==> src/rtl/dm_arb_pkg.sv <==
// Shared definitions for the data-memory port arbiter: FSM state encoding,
// requester identifiers and the DMType codes that travel with each access.
package dm_arb_pkg;

  // Arbiter FSM state encoding
  localparam logic [1:0] ARB_IDLE  = 2'd0;
  localparam logic [1:0] ARB_DLOCK = 2'd1;
  localparam logic [1:0] ARB_REL   = 2'd2;

  // Requester identifiers
  typedef enum logic {
    PORT_C = 1'b0,
    PORT_D = 1'b1
  } port_e;

  // DMType access-size codes as understood by dm
  localparam logic [2:0] DM_WORD   = 3'd0;
  localparam logic [2:0] DM_HALF   = 3'd1;
  localparam logic [2:0] DM_HALF_U = 3'd2;
  localparam logic [2:0] DM_BYTE   = 3'd3;
  localparam logic [2:0] DM_BYTE_U = 3'd4;

endpackage

==> src/rtl/arb_sat_counter.sv <==
// Saturating up-counter with synchronous clear. Counts inc pulses up to MAX
// and holds there; hit flags cnt == MAX. Clear takes priority over increment.
module arb_sat_counter #(
  parameter int WIDTH = 4,
  parameter int MAX   = 8
) (
  input  logic             clk,
  input  logic             rst,
  input  logic             inc,
  input  logic             clr,
  output logic [WIDTH-1:0] cnt,
  output logic             hit
);

  localparam logic [WIDTH-1:0] MAX_V = WIDTH'(MAX);

  // Count state: reset/clear to zero, otherwise step toward MAX and hold
  // NOTE: sequential state uses non-blocking (<=) so every flop samples
  // pre-edge values; blocking here would create order-dependent races.
  always_ff @(posedge clk) begin
    if (rst || clr) begin
      cnt <= '0;
    end else if (inc && (cnt != MAX_V)) begin
      cnt <= cnt + WIDTH'(1);
    end
  end

  assign hit = (cnt == MAX_V);

endmodule

==> src/rtl/dm_port_arbiter.sv <==
// Data-memory port arbiter between the pipeline CPU MEM stage (C) and a
// debug/program-loader master (D). The CPU has fixed priority; the debug
// master can lock the port for a bounded burst, after which one release
// cycle is reserved for the CPU. Read data returns one cycle after grant.
// Optional build macro: DM_ARB_FAIRNESS_EN lets a debug request that has
// been denied STARVE_MAX consecutive cycles win over the CPU once.
module dm_port_arbiter
  import dm_arb_pkg::*;
#(
  parameter int AW         = 32,
  parameter int DW         = 32,
  parameter int LOCK_MAX   = 16,
  parameter int STARVE_MAX = 8
) (
  input  logic          clk,
  input  logic          rst,
  // CPU port
  input  logic          c_req,
  input  logic          c_we,
  input  logic [2:0]    c_type,
  input  logic [AW-1:0] c_addr,
  input  logic [DW-1:0] c_wdata,
  output logic          c_gnt,
  output logic          c_stall,
  output logic          c_rvalid,
  output logic [DW-1:0] c_rdata,
  // Debug port
  input  logic          d_req,
  input  logic          d_we,
  input  logic [2:0]    d_type,
  input  logic [AW-1:0] d_addr,
  input  logic [DW-1:0] d_wdata,
  input  logic          d_lock,
  output logic          d_gnt,
  output logic          d_rvalid,
  output logic [DW-1:0] d_rdata,
  // Memory side
  output logic          m_we,
  output logic [2:0]    m_type,
  output logic [AW-1:0] m_addr,
  output logic [DW-1:0] m_wdata,
  input  logic [DW-1:0] m_rdata
);

  localparam int LCW = $clog2(LOCK_MAX + 1);

  logic [1:0]     state;
  logic [1:0]     next_state;
  logic           win_valid;
  port_e          win_port;
  logic [LCW-1:0] lock_cnt;
  logic           lock_hit;
  logic           last_lock_access;
  logic           starve_hit;

  // Per-cycle winner selection; reset blocks every grant
  // NOTE: every always_comb output gets a default before any branch, so no
  // path leaves it unassigned and no latch is inferred.
  always_comb begin
    win_valid = 1'b0;
    win_port  = PORT_C;
    if (!rst) begin
      case (state)
        ARB_IDLE: begin
          if (starve_hit && d_req) begin
            win_valid = 1'b1;
            win_port  = PORT_D;
          end else if (c_req) begin
            win_valid = 1'b1;
            win_port  = PORT_C;
          end else if (d_req) begin
            win_valid = 1'b1;
            win_port  = PORT_D;
          end
        end
        ARB_DLOCK: begin
          // lock_hit cannot be reached (the burst ends on the LOCK_MAX-th
          // grant) but it keeps the burst bounded if that ever changes.
          if (d_req && !lock_hit) begin
            win_valid = 1'b1;
            win_port  = PORT_D;
          end
        end
        ARB_REL: begin
          if (c_req) begin
            win_valid = 1'b1;
            win_port  = PORT_C;
          end
        end
        default: ;
      endcase
    end
  end

  assign c_gnt   = win_valid && (win_port == PORT_C);
  assign d_gnt   = win_valid && (win_port == PORT_D);
  assign c_stall = c_req && !c_gnt;

  // Memory-side mux: winner's fields, all zero when nobody is granted
  always_comb begin
    m_we    = 1'b0;
    m_type  = '0;
    m_addr  = '0;
    m_wdata = '0;
    if (c_gnt) begin
      m_we    = c_we;
      m_type  = c_type;
      m_addr  = c_addr;
      m_wdata = c_wdata;
    end else if (d_gnt) begin
      m_we    = d_we;
      m_type  = d_type;
      m_addr  = d_addr;
      m_wdata = d_wdata;
    end
  end

  // lock_cnt holds the number of burst accesses already performed, so the
  // grant made while it equals LOCK_MAX-1 is the LOCK_MAX-th and last one.
  assign last_lock_access = d_gnt && (lock_cnt == LCW'(LOCK_MAX - 1));

  // Next-state logic for ownership of the port
  always_comb begin
    next_state = state;
    case (state)
      ARB_IDLE: begin
        if (d_gnt && d_lock) begin
          // A one-access burst is already exhausted by the opening grant
          next_state = (LOCK_MAX == 1) ? ARB_REL : ARB_DLOCK;
        end
      end
      ARB_DLOCK: begin
        if (!d_lock || last_lock_access) begin
          next_state = ARB_REL;
        end
      end
      ARB_REL:  next_state = ARB_IDLE;
      default:  next_state = ARB_IDLE;
    endcase
  end

  // State register
  always_ff @(posedge clk) begin
    if (rst) begin
      state <= ARB_IDLE;
    end else begin
      state <= next_state;
    end
  end

  // Burst length counter: counts debug grants while the lock is held and
  // clears whenever the next state is not ARB_DLOCK
  arb_sat_counter #(
    .WIDTH (LCW),
    .MAX   (LOCK_MAX)
  ) u_lock_cnt (
    .clk (clk),
    .rst (rst),
    .inc (d_gnt),
    .clr (next_state != ARB_DLOCK),
    .cnt (lock_cnt),
    .hit (lock_hit)
  );

`ifdef DM_ARB_FAIRNESS_EN
  localparam int SCW = $clog2(STARVE_MAX + 1);

  logic [SCW-1:0] starve_cnt;

  // Consecutive denied-request counter for the debug master
  arb_sat_counter #(
    .WIDTH (SCW),
    .MAX   (STARVE_MAX)
  ) u_starve_cnt (
    .clk (clk),
    .rst (rst),
    .inc (d_req && !d_gnt),
    .clr (d_gnt || !d_req),
    .cnt (starve_cnt),
    .hit (starve_hit)
  );
`else
  // Strict CPU priority: the debug master may wait indefinitely
  assign starve_hit = 1'b0;
`endif

  // Read return: capture dm output for the port that won a read this cycle
  always_ff @(posedge clk) begin
    if (rst) begin
      c_rvalid <= 1'b0;
      d_rvalid <= 1'b0;
      c_rdata  <= '0;
      d_rdata  <= '0;
    end else begin
      c_rvalid <= c_gnt && !c_we;
      d_rvalid <= d_gnt && !d_we;
      if (c_gnt && !c_we) begin
        c_rdata <= m_rdata;
      end
      if (d_gnt && !d_we) begin
        d_rdata <= m_rdata;
      end
    end
  end

endmodule

==> config.mk <==
export PLATFORM = sky130hd
export DESIGN_NAME = dm_port_arbiter
export DESIGN_NICKNAME = d
export VERILOG_FILES = /design/src/rtl/dm_arb_pkg.sv /design/src/rtl/arb_sat_counter.sv /design/src/rtl/dm_port_arbiter.sv
export SDC_FILE = /design/constraint.sdc
export NUM_CORES = 1
export LEC_CHECK = 0
export ABC_AREA = 0
export BUFFER_PORTS_ARGS = -buffer_cell sky130_fd_sc_hd__buf_2
export CAP_MARGIN = 10
export CORE_AREA = 2 2 119 121
export CTS_BUF_LIST = sky130_fd_sc_hd__clkbuf_4 sky130_fd_sc_hd__clkbuf_8 sky130_fd_sc_hd__clkbuf_16
export DETAILED_ROUTE_END_ITERATION = 12
export DIE_AREA = 0 0 121 123
export SLEW_MARGIN = 10
export SYNTH_ARGS = -nofsm -noshare
export SYNTH_HDL_FRONTEND = slang
export SYNTH_SLANG_ARGS = --single-unit
==> constraint.sdc <==
create_clock -name clk -period 3.9 [get_ports clk]
set_input_delay 0.585 -clock clk [delete_from_list [all_inputs] [get_ports clk]]
set_output_delay 0.585 -clock clk [all_outputs]
set_load 0.01 [all_outputs]
**Yosys cells after proc, flatten, opt, wreduce, memory -nomap -nowiden**

Index checks and enable logic that the tools add are counted.

- ROM bits: 0
- Memories: 0
- Word-level logic and storage cells: 51
- RAM bits: 0
- Bits of input ports: 173
- Bits in latches: 0
- Flip-flop bits (word level): 73
- Output and inout port bits: 137

- Shift operators: 0
- Add/subtract/negate cells: 1
- Multiplexer cells: 20
- Eq/ne operators: 6
- Multiply operators: 0
- Divide/modulo/power cells: 0
- Bitwise operators: 1
- Order comparisons: 0
- Reductions and logical operators: 17

Operators with widths:

| kind | count |
|---|---|
| $mux 32 | 4 |
| $logic_and 1x1->1 | 9 |
| $mux 1 | 9 |
| $mux 3 | 2 |
| $add 5x1->5 const B | 1 |
| $eq 5x4->1 const B | 1 |
| $eq 5x5->1 const B | 1 |
| $logic_not 1->1 | 5 |
| $ne 5x5->1 const B | 1 |
| $mux 2 | 2 |
| $pmux 2 s2 | 1 |
| $pmux 1 s3 | 1 |
| $eq 2x1->1 const B | 1 |
| $eq 2x2->1 const B | 1 |
| $logic_not 2->1 | 1 |
| $logic_or 1x1->1 | 2 |
| $ne 2x1->1 const B | 1 |
| $pmux 1 s2 | 1 |
| $not 1->1 | 1 |

**Depth between registers and ports, before layout**

Gate-level depths: netlist (run 1).

- Depth in word-level cells: 13
- Depth in mapped cells: 8
- Mapped depth without buffers: 7

**Modules after synthesis**

From an unflattened synthesis (run 1), not the netlist that was laid out.

- Cell total of the unflattened synthesis: 422
- Area, all modules: 3704.8 um^2

Modules (own cells, without submodules):

| module | cells an instance | times used | sequential area each (um^2) | area each (um^2) |
|---|---|---|---|---|
| dm_port_arbiter | 393 | 1 | 1361.3 | 3423.3 |
| arb_sat_counter | 29 | 1 | 100.1 | 281.5 |

**Worst setup path after synthesis (run 1)**

OpenSTA, ideal clock, no wires.

- Path kind: input-to-output
- Start point: input port rst
- End point: output port m_addr[24]
- Buffers on the path: 2
- Arrival: 1.517 ns
- Stages: 5
- Path slack: 1.798 ns
- Data required time: 3.315 ns
- Path through: nor2_1 o2111a_1 buf_2 buf_2 a22o_1

- Word-level cells in the longest chain between the ends: 4
- Elaborated cells between the ends (all ways): 7
- Classes of those cells: mux: 4; bitwise: 1; reduce/logical: 2

Ends and longest elaborated chain:

| item | RTL line | text |
|---|---|---|
| from (decl) | dm_port_arbiter.sv:16 | `input logic rst,` |
| $mux 1 | dm_port_arbiter.sv:62 | `if (!rst) begin` |
| $logic_and 1x1->1 * | dm_port_arbiter.sv:96 | `assign d_gnt = win_valid && (win_port == PORT_D);` |
| named net d_gnt | dm_port_arbiter.sv:34 | `output logic d_gnt,` |
| $mux 32 * | dm_port_arbiter.sv:110 | `end else if (d_gnt) begin` |
| $mux 32 * | dm_port_arbiter.sv:105 | `if (c_gnt) begin` |
| to (decl) | dm_port_arbiter.sv:40 | `output logic [AW-1:0] m_addr,` |

Mark *: on every way through the listed nets, which the timed path passes. The rest lies on a longest branch.

**Worst setup path in the final report (run 1)**

- Start point: register u_lock_cnt.cnt[0]
- End point: output port m_addr[27]

- Word-level cells in the longest chain between the ends: 9
- Elaborated cells between the ends (all ways): 13
- Classes of those cells: eq/ne: 1; mux: 7; bitwise: 1; reduce/logical: 4

Ends and longest elaborated chain:

| item | RTL line | text |
|---|---|---|
| from (decl) | arb_sat_counter.sv:11 | `output logic [WIDTH-1:0] cnt,` |
| from (signal assigned) | arb_sat_counter.sv:24 | `cnt <= cnt + WIDTH'(1);` |
| $eq 5x5->1 * | arb_sat_counter.sv:28 | `assign hit = (cnt == MAX_V);` |
| $logic_not 1->1 * | dm_port_arbiter.sv:79 | `if (d_req && !lock_hit) begin` |
| $logic_and 1x1->1 * | dm_port_arbiter.sv:79 |  |
| $mux 1 * | dm_port_arbiter.sv:79 |  |
| $pmux 1 s3 / $pmux 1 s2 (equally long branches) | dm_port_arbiter.sv:63 | `case (state)` |
| $mux 1 | dm_port_arbiter.sv:62 |  |
| $logic_and 1x1->1 / $not 1->1 (equally long branches) | dm_port_arbiter.sv:96, dm_port_arbiter.sv:95 |  |
| $mux 32 / $logic_and 1x1->1 (equally long branches) | dm_port_arbiter.sv:110, dm_port_arbiter.sv:95 |  |
| $mux 32 * | dm_port_arbiter.sv:105 |  |

Mark *: on every way between the ends. The rest lies on a longest branch, timed or not.

==> results of run 1 <==
==> path summary, 6_finish.rpt <==
path                      from           to  slack (ps)  cells past startpoint
max          u_lock_cnt.cnt[0]   m_addr[27]         860                      7
min                     d_lock     state[1]         450                      2
max reg2reg  u_lock_cnt.cnt[0]   d_rdata[0]        1390                      8
min reg2reg        d_rdata[17]  d_rdata[17]         450                      2
==> logic make-up after synthesis <==
logic type                 Yosys count
AOI/OAI and AO/OA                  143
DFF                                 73
adders and majority gates            3
xor gates and xnor gates             1
buffers and inverters               43
and+or+nand+nor                    152
==> sequential cells by signal (all words and copies together), names as in the netlist <==
signal,count
c_rdata,32
d_rdata,32
u_lock_cnt.cnt,5
state,2
c_rvalid,1
d_rvalid,1
==> final cells by class <==
type	instances	share of cell area
diodes	1	0.0004679
clock buffers	10	0.04469
clock inverters	5	0.01497
inverters	8	0.005615
multi-input cells	299	0.3189
flip-flops and latches	73	0.2733
well taps	180	0.04212
repair buffers	315	0.3000
==> worst max-delay path, stage by stage, from the launching register on <==
cell	delay [ps]
dfxtp_1	350
inv_1	80
ha_1	240
nand4bb_4	160
o2111a_2	500
buf_12	270
a22o_1	300
buf_2	190
==> cells in the mapped netlist, types with 2 or more instances <==
cell type and instances:
nand2_1 133, dfxtp_1 73, a22o_1 68, a21oi_1 64
clkbuf_1 17, buf_2 14, inv_1 7, buf_4 4
ha_1 3, nand2b_1 3, nor2_1 3, nor2b_1 3
a311oi_1 2, and3_1 2, nand3_1 2
==> per-stage QoR <==
step             util  power [mW]
2_1_floorplan       -      0.9429
3_3_place_gp   0.3692       1.138
3_5_place_dp   0.3692       1.139
4_1_cts        0.3927       2.019
5_1_grt        0.3927       2.075
6_report       0.3929       1.999
==> layer usage <==
| layer | vias to the layer above | GRT usage | wire (um) |
|---|---|---|---|
| met1 | 1852 | 0.2444 | 6117 |
| met3 | 28 | 0.04382 | 1267 |
| li1 | 2035 | - | - |
| met4 | 0 | 0.08721 | 466 |
| met5 | - | 0 | 0 |
| met2 | 196 | 0.3013 | 6953 |
==> power by group <==
part           switching, mW  internal [mW]
registers             0.0103          0.766
clock network          0.308          0.572
logic                  0.184          0.158
total                  0.502           1.50
==> cells in the final DEF (no fill, tap or decap) <==
| cell | count |
|---|---|
| a311oi_1 | 2 |
| o2111a_2 | 1 |
| o2111ai_2 | 1 |
| o21ai_0 | 1 |
| nand2b_1 | 3 |
| dfxtp_1 | 73 |
| clkinvlp_4 | 2 |
| bufinv_16 | 2 |
| nor2_1 | 3 |
| clkbuf_8 | 1 |
| nand4bb_4 | 1 |
| inv_1 | 7 |
| buf_12 | 1 |
| o211ai_1 | 1 |
| a22oi_1 | 1 |
| clkbuf_16 | 9 |
| a22o_1 | 68 |
| nand2_1 | 133 |
| nor3b_4 | 1 |
| a211oi_1 | 1 |
| nor2b_1 | 3 |
| and3_1 | 2 |
| o211a_1 | 1 |
| clkinv_2 | 1 |
| inv_2 | 1 |
| a21oi_1 | 64 |
| xnor2_1 | 1 |
| a31oi_1 | 1 |
| nor3_1 | 1 |
| nand3_1 | 2 |
| or2_2 | 1 |
| nor3b_1 | 1 |
| buf_4 | 5 |
| diode_2 | 1 |
| buf_2 | 309 |
| ha_1 | 3 |
| nand4_1 | 1 |
| a211oi_2 | 1 |
==> flow_metrics.env, run 1 <==
export IMPL_syn_inst=415
export IMPL_final_antenna_net_count=0
export IMPL_initial_utilization=0.2463
export IMPL_holdWs_ps=446.3
export IMPL_wl_per_cell_um=16.62
export IMPL_dp_cells=875
export IMPL_fin_nets=882
export IMPL_hold_class="input pin to flip-flop"
export IMPL_cp_start_kind="flip-flop"
export IMPL_dr_pass1_iters=5
export IMPL_port_buffers=309
export IMPL_clock_sinks=73
export IMPL_path_class="flip-flop to output port"
export IMPL_synth_top_family_by_area="compound AO/OA/AOI/OAI gates"
export IMPL_endpoint_kind="output port"
export IMPL_die_w_um=121
export IMPL_maxSlewHeadroom=0.2587
export IMPL_cts_resized_gates=0
export IMPL_clk_latency_ps=330
export IMPL_ys_ff_latch=73
export IMPL_yosys_area_share_adder=0.01119
export IMPL_multi_input_area_mm2=0.001705
export IMPL_vias=4111
export IMPL_setup_viol=0
export IMPL_core_region_area_mm2=0.01361
export IMPL_drt_total_wl_mm=14.80
export IMPL_skew_ps=7.252
export IMPL_numCtsBuffers=9
export IMPL_grt_max_degree=67
export IMPL_ctsHoldBuffers=0
export IMPL_grt_pass1_wl_mm=21.36
export IMPL_outcome="finished, final reports clean"
export IMPL_layout_cells_non_filler=891
export IMPL_regArea_mm2=0.001461
export IMPL_rows=43
export IMPL_grt_pass1_vias=3753
export IMPL_rsz0062_at_grt="false"
export IMPL_fillers=1465
export IMPL_fp_dieH_um=123
export IMPL_globalRouteTotalUtil=0.1896
export IMPL_tritoncts="yes"
export IMPL_yosysTopAreaCellShare=0.4358
export IMPL_synth_mux_area_frac=0
export IMPL_synth_edf_count=0
export IMPL_synth_yosys_warnings=0
export IMPL_slew_violations=0
export IMPL_vias_per_cell=4.614
export IMPL_initialDrtViolationCount=216
export IMPL_final_area_mm2=0.005348
export IMPL_overflow=0
export IMPL_drc=0
export IMPL_io_pins=310
export IMPL_synth_cell_type_count=32
export IMPL_clock_path_buffers=2
export IMPL_gp_congestion=0.8362
export IMPL_area_growth_pct=59.48
export IMPL_synthSimpleGateAreaFrac=0.1896
export IMPL_place_ws_ps=960.2
export IMPL_tns_ps=0
export IMPL_postCtsSetupRepairBufs=0
export IMPL_worstPathRequired_ps=3310
export IMPL_tightest_slew_ps=1111
export IMPL_synth_compound_area_frac=0.3030
export IMPL_cts_htree_levels=3
export IMPL_cp_arrival_ps=2460
export IMPL_p_per_area_mw_per_mm2=373.8
export IMPL_avgSynthCellArea_um2=8.080
export IMPL_placed_cell_area_mm2=0.005026
export IMPL_ys_flop_type="dfxtp_1"
export IMPL_path_max_fanout=49
export IMPL_fin_ws_ps=857.2
export IMPL_hold_viol_final=0
export IMPL_drive_gt1_frac=0.4746
export IMPL_p_leak_nw=2.696
export IMPL_antenna_found_initial=3
export IMPL_max_freq_mhz=328.6
export IMPL_drv_cap=0
export IMPL_ys_async_sr_fraction=0
export IMPL_synth_area_leaders="dfxtp_1 (44%), a22o_1 (18%), nand2_1 (15%), a21oi_1 (9.6%), buf_2 (2.1%)"
export IMPL_die_area_mm2=0.01488
export IMPL_cts_root_buf="clkbuf_16"
export IMPL_seq_area_frac_synth=0.4358
export IMPL_syn_nets=591
export IMPL_min_period_ps=3043
export IMPL_peakVddDrop_uv=189.6
export IMPL_clk_pin_slew_worst_paths_ps=60
export IMPL_finalCritPeriodShare=0.7802
export IMPL_netlist_area_mm2=0.003353
export IMPL_hpwl_mm=11.79
export IMPL_synth_top_area_cell="dfxtp_1"
export IMPL_synth_xor_area_share=0.002612
Power figures use the tool's default switching activity.
==> run 2: changes to the inputs <==
CORE_AREA = 2 2 121 123   (was 2 2 119 121)
DIE_AREA = 0 0 123 125   (was 0 0 121 123)
clock period = 2.8 ns   (was 3.9 ns; I/O delays follow)
==> run 2 against run 1 <==
Clock-buffer cell count is the same. Sequential share of layout area is 0.24 points lower. Die area rose by 3.3%. Critical path type unchanged. Non-clock buffer count grew 2. Critical path depth did not move.
==> flow_metrics.env, run 2 (synthesized netlist as in run 1, its figures left out) <==
export IMPL_place_ws_ps=517.4
export IMPL_slew_violations=0
export IMPL_fin_nets=884
export IMPL_setup_viol=0
export IMPL_vias=4138
export IMPL_drive_gt1_frac=0.4761
export IMPL_die_area_mm2=0.01538
export IMPL_final_antenna_net_count=0
export IMPL_hold_viol_final=0
export IMPL_finalCritPeriodShare=0.9203
export IMPL_p_per_area_mw_per_mm2=516.7
export IMPL_vias_per_cell=4.608
export IMPL_min_period_ps=2577
export IMPL_core_region_area_mm2=0.01420
export IMPL_cp_arrival_ps=2160
export IMPL_worstSetupEndpoint="m_addr[26]"
export IMPL_cp_cell_sequence="inv_1 -> ha_1 -> nand4bb_4 -> o2111a_2 -> buf_12 -> a22o_1 -> buf_2"
export IMPL_rrSetupSlack_ps=640
export IMPL_cts_root_buf="clkbuf_16"
export IMPL_skew_ps=7.940
export IMPL_cp_start_kind="flip-flop"
export IMPL_hpwl_mm=12.58
export IMPL_max_stage_delay_ps=360
export IMPL_reg2reg_to="d_rdata[28]"
export IMPL_peakVddDrop_uv=290.9
export IMPL_endpoint_kind="output port"
export IMPL_grt_pass1_wl_mm=22.24
export IMPL_fillers=1534
export IMPL_overflow=0
export IMPL_port_buffers=309
export IMPL_gp_congestion=0.9212
export IMPL_r2r_start="u_lock_cnt.cnt[0]"
export IMPL_regArea_mm2=0.001461
export IMPL_clk_pin_slew_worst_paths_ps=60
export IMPL_fp_dieH_um=125
export IMPL_tns_ps=0
export IMPL_max_freq_mhz=388.1
export IMPL_dp_cells=881
export IMPL_postCtsSetupRepairBufs=0
export IMPL_tritoncts="yes"
export IMPL_area_growth_pct=60.90
export IMPL_critPathSlowestCell="dfxtp_1"
export IMPL_rows=44
export IMPL_grt_max_degree=71
export IMPL_initialDrtViolationCount=242
export IMPL_cts_resized_gates=0
export IMPL_fin_ws_ps=223.2
export IMPL_path_max_fanout=70
export IMPL_reg_top3="c_rdata x32, d_rdata x32, u_lock_cnt.cnt x5"
export IMPL_drt_total_wl_mm=15.63
export IMPL_antenna_found_initial=9
export IMPL_worstPathRequired_ps=2380
export IMPL_drv_cap=0
export IMPL_crit_start="u_lock_cnt.cnt[0]"
export IMPL_rsz0062_at_grt="false"
export IMPL_numCtsBuffers=9
export IMPL_wl_per_cell_um=17.41
export IMPL_clk_latency_ps=330
export IMPL_final_core_util=0.3798
export IMPL_hold_class="input pin to flip-flop"
export IMPL_final_common_cell="buf_2"
export IMPL_tightest_slew_ps=1086
export IMPL_initial_utilization=0.2361
export IMPL_ctsHoldBuffers=0
export IMPL_maxSlewHeadroom=0.2751
export IMPL_path_class="flip-flop to output port"
export IMPL_grt_pass1_vias=3861
export IMPL_cts_htree_levels=3
export IMPL_io_pins=310
export IMPL_final_cell_mix="buf_2 (309), nand2_1 (133), dfxtp_1 (73), a22o_1 (68), a21oi_1 (64)"
export IMPL_layout_cells_non_filler=898
export IMPL_dr_pass1_iters=6
export IMPL_die_w_um=123
export IMPL_clock_sinks=73
export IMPL_drc=0
export IMPL_p_leak_nw=2.713
export IMPL_outcome="finished, final reports clean"
export IMPL_worstRegToRegCells=7
export IMPL_multi_input_area_mm2=0.001705
export IMPL_clock_path_buffers=2
export IMPL_globalRouteTotalUtil=0.1933
-- run 2: cell count changes in the layout (fill, tap and decap cells not counted), sizes merged --
cell   before  now
buf       315  317
diode       1    2
-- run 2: through the flow --
| stage | hold slack (ps) | area [um2] | power, mW |
|---|---|---|---|
| 3_3_place_gp | 440.3 | 5071 | 1.596 |
| 3_5_place_dp | 443.5 | 5071 | 1.596 |
| 4_1_cts | 286.8 | 5390 | 2.823 |
| 5_1_grt | 296.1 | 5390 | 2.904 |
| 2_1_floorplan | 480.5 | 3353 | 1.313 |
| 6_report | 305.9 | 5395 | 2.788 |
-- run 2: layout make-up --
type                       instances  area share
multi-input combinational        299      0.3161
clock buffer                      10     0.04429
sequential                        73      0.2709
clock inverter                     5     0.01484
timing repair buffer             317      0.3047
inverter                           8    0.005566
tap                              184     0.04267
antenna                            2   0.0009276
-- run 2: critical path: cells and delay by family, from the launching register on --
family	cells	cell delay [ps]
buffers and inverters	3	540
AO/OA/AOI/OAI	2	500
flip-flops	1	360
adder cells (fa/ha/maj)	1	240
AND/OR/NAND/NOR	1	150
-- run 2: layer usage --
metal | global-route usage | vias to the layer above | wire length, um
li1 | - | 2044 | -
met1 | 0.2365 | 1865 | 6543
met2 | 0.3156 | 188 | 7370
met3 | 0.06843 | 33 | 1358
met4 | 0.06083 | 8 | 308
met5 | 0 | - | 52
-- run 2: how the worst min path moves through the flow --
stage | cells past startpoint | startpoint | to | slack (ps)
finish | 2 | d_lock | state[1] | 310
global route | 2 | d_lock | state[1] | 300
CTS | 2 | d_lock | state[1] | 290
detailed placement | 2 | c_rdata[4] | c_rdata[4] | 440
global placement | 2 | c_rdata[3] | c_rdata[3] | 440
floorplan | 2 | c_rdata[0] | c_rdata[0] | 480
-- run 2: report_power, final --
part           total [mW]  switching (mW)  internal [mW]
clock network        1.22           0.421          0.797
logic               0.490           0.262          0.227
registers            1.08          0.0131           1.07
==> run 3: changes to the inputs <==
CAP_MARGIN = 30   (was 10)
CTS_BUF_LIST = default   (was sky130_fd_sc_hd__clkbuf_4 sky130_fd_sc_hd__clkbuf_8 sky130_fd_sc_hd__clkbuf_16)
==> run 3 against run 2 <==
Combinational power barely moved. Cell area increased by 0.49%. Sequential cell count is the same. Clock-buffer cell count is 1 higher. Fmax decreased by 0.15%. Via count grew 0.85%. Final cell count increased by 0.45%. Sequential share of layout area decreased by 0.13 points. Highest routed layer unchanged.
==> flow_metrics.env, run 3 (synthesized netlist as in run 1, its figures left out) <==
export IMPL_initial_utilization=0.2361
export IMPL_max_stage_delay_ps=360
export IMPL_min_period_ps=2581
export IMPL_hold_class="input pin to flip-flop"
export IMPL_endpoint_kind="output port"
export IMPL_hpwl_mm=12.61
export IMPL_cp_start_kind="flip-flop"
export IMPL_reg_top3="c_rdata x32, d_rdata x32, u_lock_cnt.cnt x5"
export IMPL_place_ws_ps=540.9
export IMPL_power_mw=2.778
export IMPL_cp_arrival_ps=2160
export IMPL_numCtsBuffers=9
export IMPL_drv_cap=0
export IMPL_p_leak_nw=2.720
export IMPL_grt_pass1_vias=3807
export IMPL_ctsHoldBuffers=0
export IMPL_finalCritPeriodShare=0.9217
export IMPL_fillers=1551
export IMPL_drt_total_wl_mm=15.62
export IMPL_fin_ws_ps=219.2
export IMPL_cts_htree_levels=3
export IMPL_wl_per_cell_um=17.32
export IMPL_worstPathRequired_ps=2380
export IMPL_grt_max_degree=71
export IMPL_die_area_mm2=0.01538
export IMPL_core_region_area_mm2=0.01420
export IMPL_maxSlewHeadroom=0.5132
export IMPL_cts_resized_gates=0
export IMPL_antenna_found_initial=6
export IMPL_globalRouteTotalUtil=0.1928
export IMPL_overflow=0
export IMPL_critPathSlowestCell="dfxtp_1"
export IMPL_dr_pass1_iters=6
export IMPL_die_w_um=123
export IMPL_vias_per_cell=4.626
export IMPL_tightest_slew_ps=730.2
export IMPL_fin_nets=885
export IMPL_final_cell_mix="buf_2 (309), nand2_1 (133), dfxtp_1 (73), a22o_1 (68), a21oi_1 (64)"
export IMPL_rows=44
export IMPL_postCtsSetupRepairBufs=0
export IMPL_io_pins=310
export IMPL_drc=0
export IMPL_initialDrtViolationCount=307
export IMPL_drive_gt1_frac=0.4748
export IMPL_area_growth_pct=61.68
export IMPL_clk_pin_slew_worst_paths_ps=60
export IMPL_fp_dieH_um=125
export IMPL_max_freq_mhz=387.5
export IMPL_port_buffers=309
export IMPL_hold_viol_final=0
export IMPL_setup_viol=0
export IMPL_clk_latency_ps=330
export IMPL_p_per_area_mw_per_mm2=512.4
export IMPL_path_max_fanout=70
export IMPL_peakVddDrop_uv=223.3
export IMPL_slew_violations=0
export IMPL_final_common_cell="buf_2"
export IMPL_vias=4173
export IMPL_clock_sinks=73
export IMPL_rsz0062_at_grt="false"
export IMPL_path_class="flip-flop to output port"
export IMPL_cts_root_buf="clkbuf_16"
export IMPL_clock_path_buffers=2
export IMPL_grt_pass1_wl_mm=22.07
export IMPL_final_antenna_net_count=0
export IMPL_outcome="finished, final reports clean"
export IMPL_tritoncts="yes"
export IMPL_skew_ps=4.261
export IMPL_cp_cell_sequence="inv_1 -> ha_1 -> nand4bb_4 -> o2111a_2 -> buf_12 -> a22o_1 -> buf_2"
export IMPL_tns_ps=0
export IMPL_gp_congestion=0.9212
-- run 3: cell types whose count changed in the layout (fill, tap and decap cells not counted) --
cell	before	now
clkbuf_1	0	2
diode_2	2	4
buf_16	0	1
clkbuf_8	1	0
-- run 3: per-layer routing --
metal,track usage,share of wire
met5,0,0.00083
met4,0.04479,0.011
met3,0.06706,0.11
met2,0.3182,0.48
met1,0.2405,0.40
-- run 3: area by class of cell --
class,instances,area [um2],share of cell area
timing repair buffer,318,1672,0.3083
inverter,8,30.03,0.005539
clock inverter,5,80.08,0.01477
sequential,73,1461,0.2696
tap,184,230.2,0.04246
antenna,4,10.01,0.001846
clock buffer,11,232.7,0.04293
multi-input combinational,299,1705,0.3146
-- run 3: worst paths after layout --
kind	cells past startpoint	to	from	slack (ps)
worst max-delay path	7	m_addr[26]	u_lock_cnt.cnt[0]	220
worst min-delay path	2	state[1]	d_lock	300
worst max register to register	5	c_rdata[2]	state[0]	740
worst min register to register	2	c_rdata[22]	c_rdata[22]	450
-- run 3: where the power goes --
group | internal, mW | switching [mW]
Combinational | 0.229 | 0.262
Sequential | 1.07 | 0.0135
Clock | 0.779 | 0.427
Total | 2.07 | 0.703
-- run 3: critical path, delay by kind of cell, from the launching register on --
kind | cells | cell delay, ps
buffers and inverters | 3 | 530
AO/OA/AOI/OAI | 2 | 500
flip-flops | 1 | 360
adder cells (fa/ha/maj) | 1 | 240
AND/OR/NAND/NOR | 1 | 160
-- run 3: through the flow --
stage               cells  cell area, um2  utilization  hold WS, ps
floorplan             415            3353            -        480.5
global placement      881            5071       0.3570        440.3
detailed placement    882            5099       0.3590        443.9
CTS                   898            5411       0.3810        283.0
global route          898            5411       0.3810        284.1
finish                902            5421       0.3817        303.7
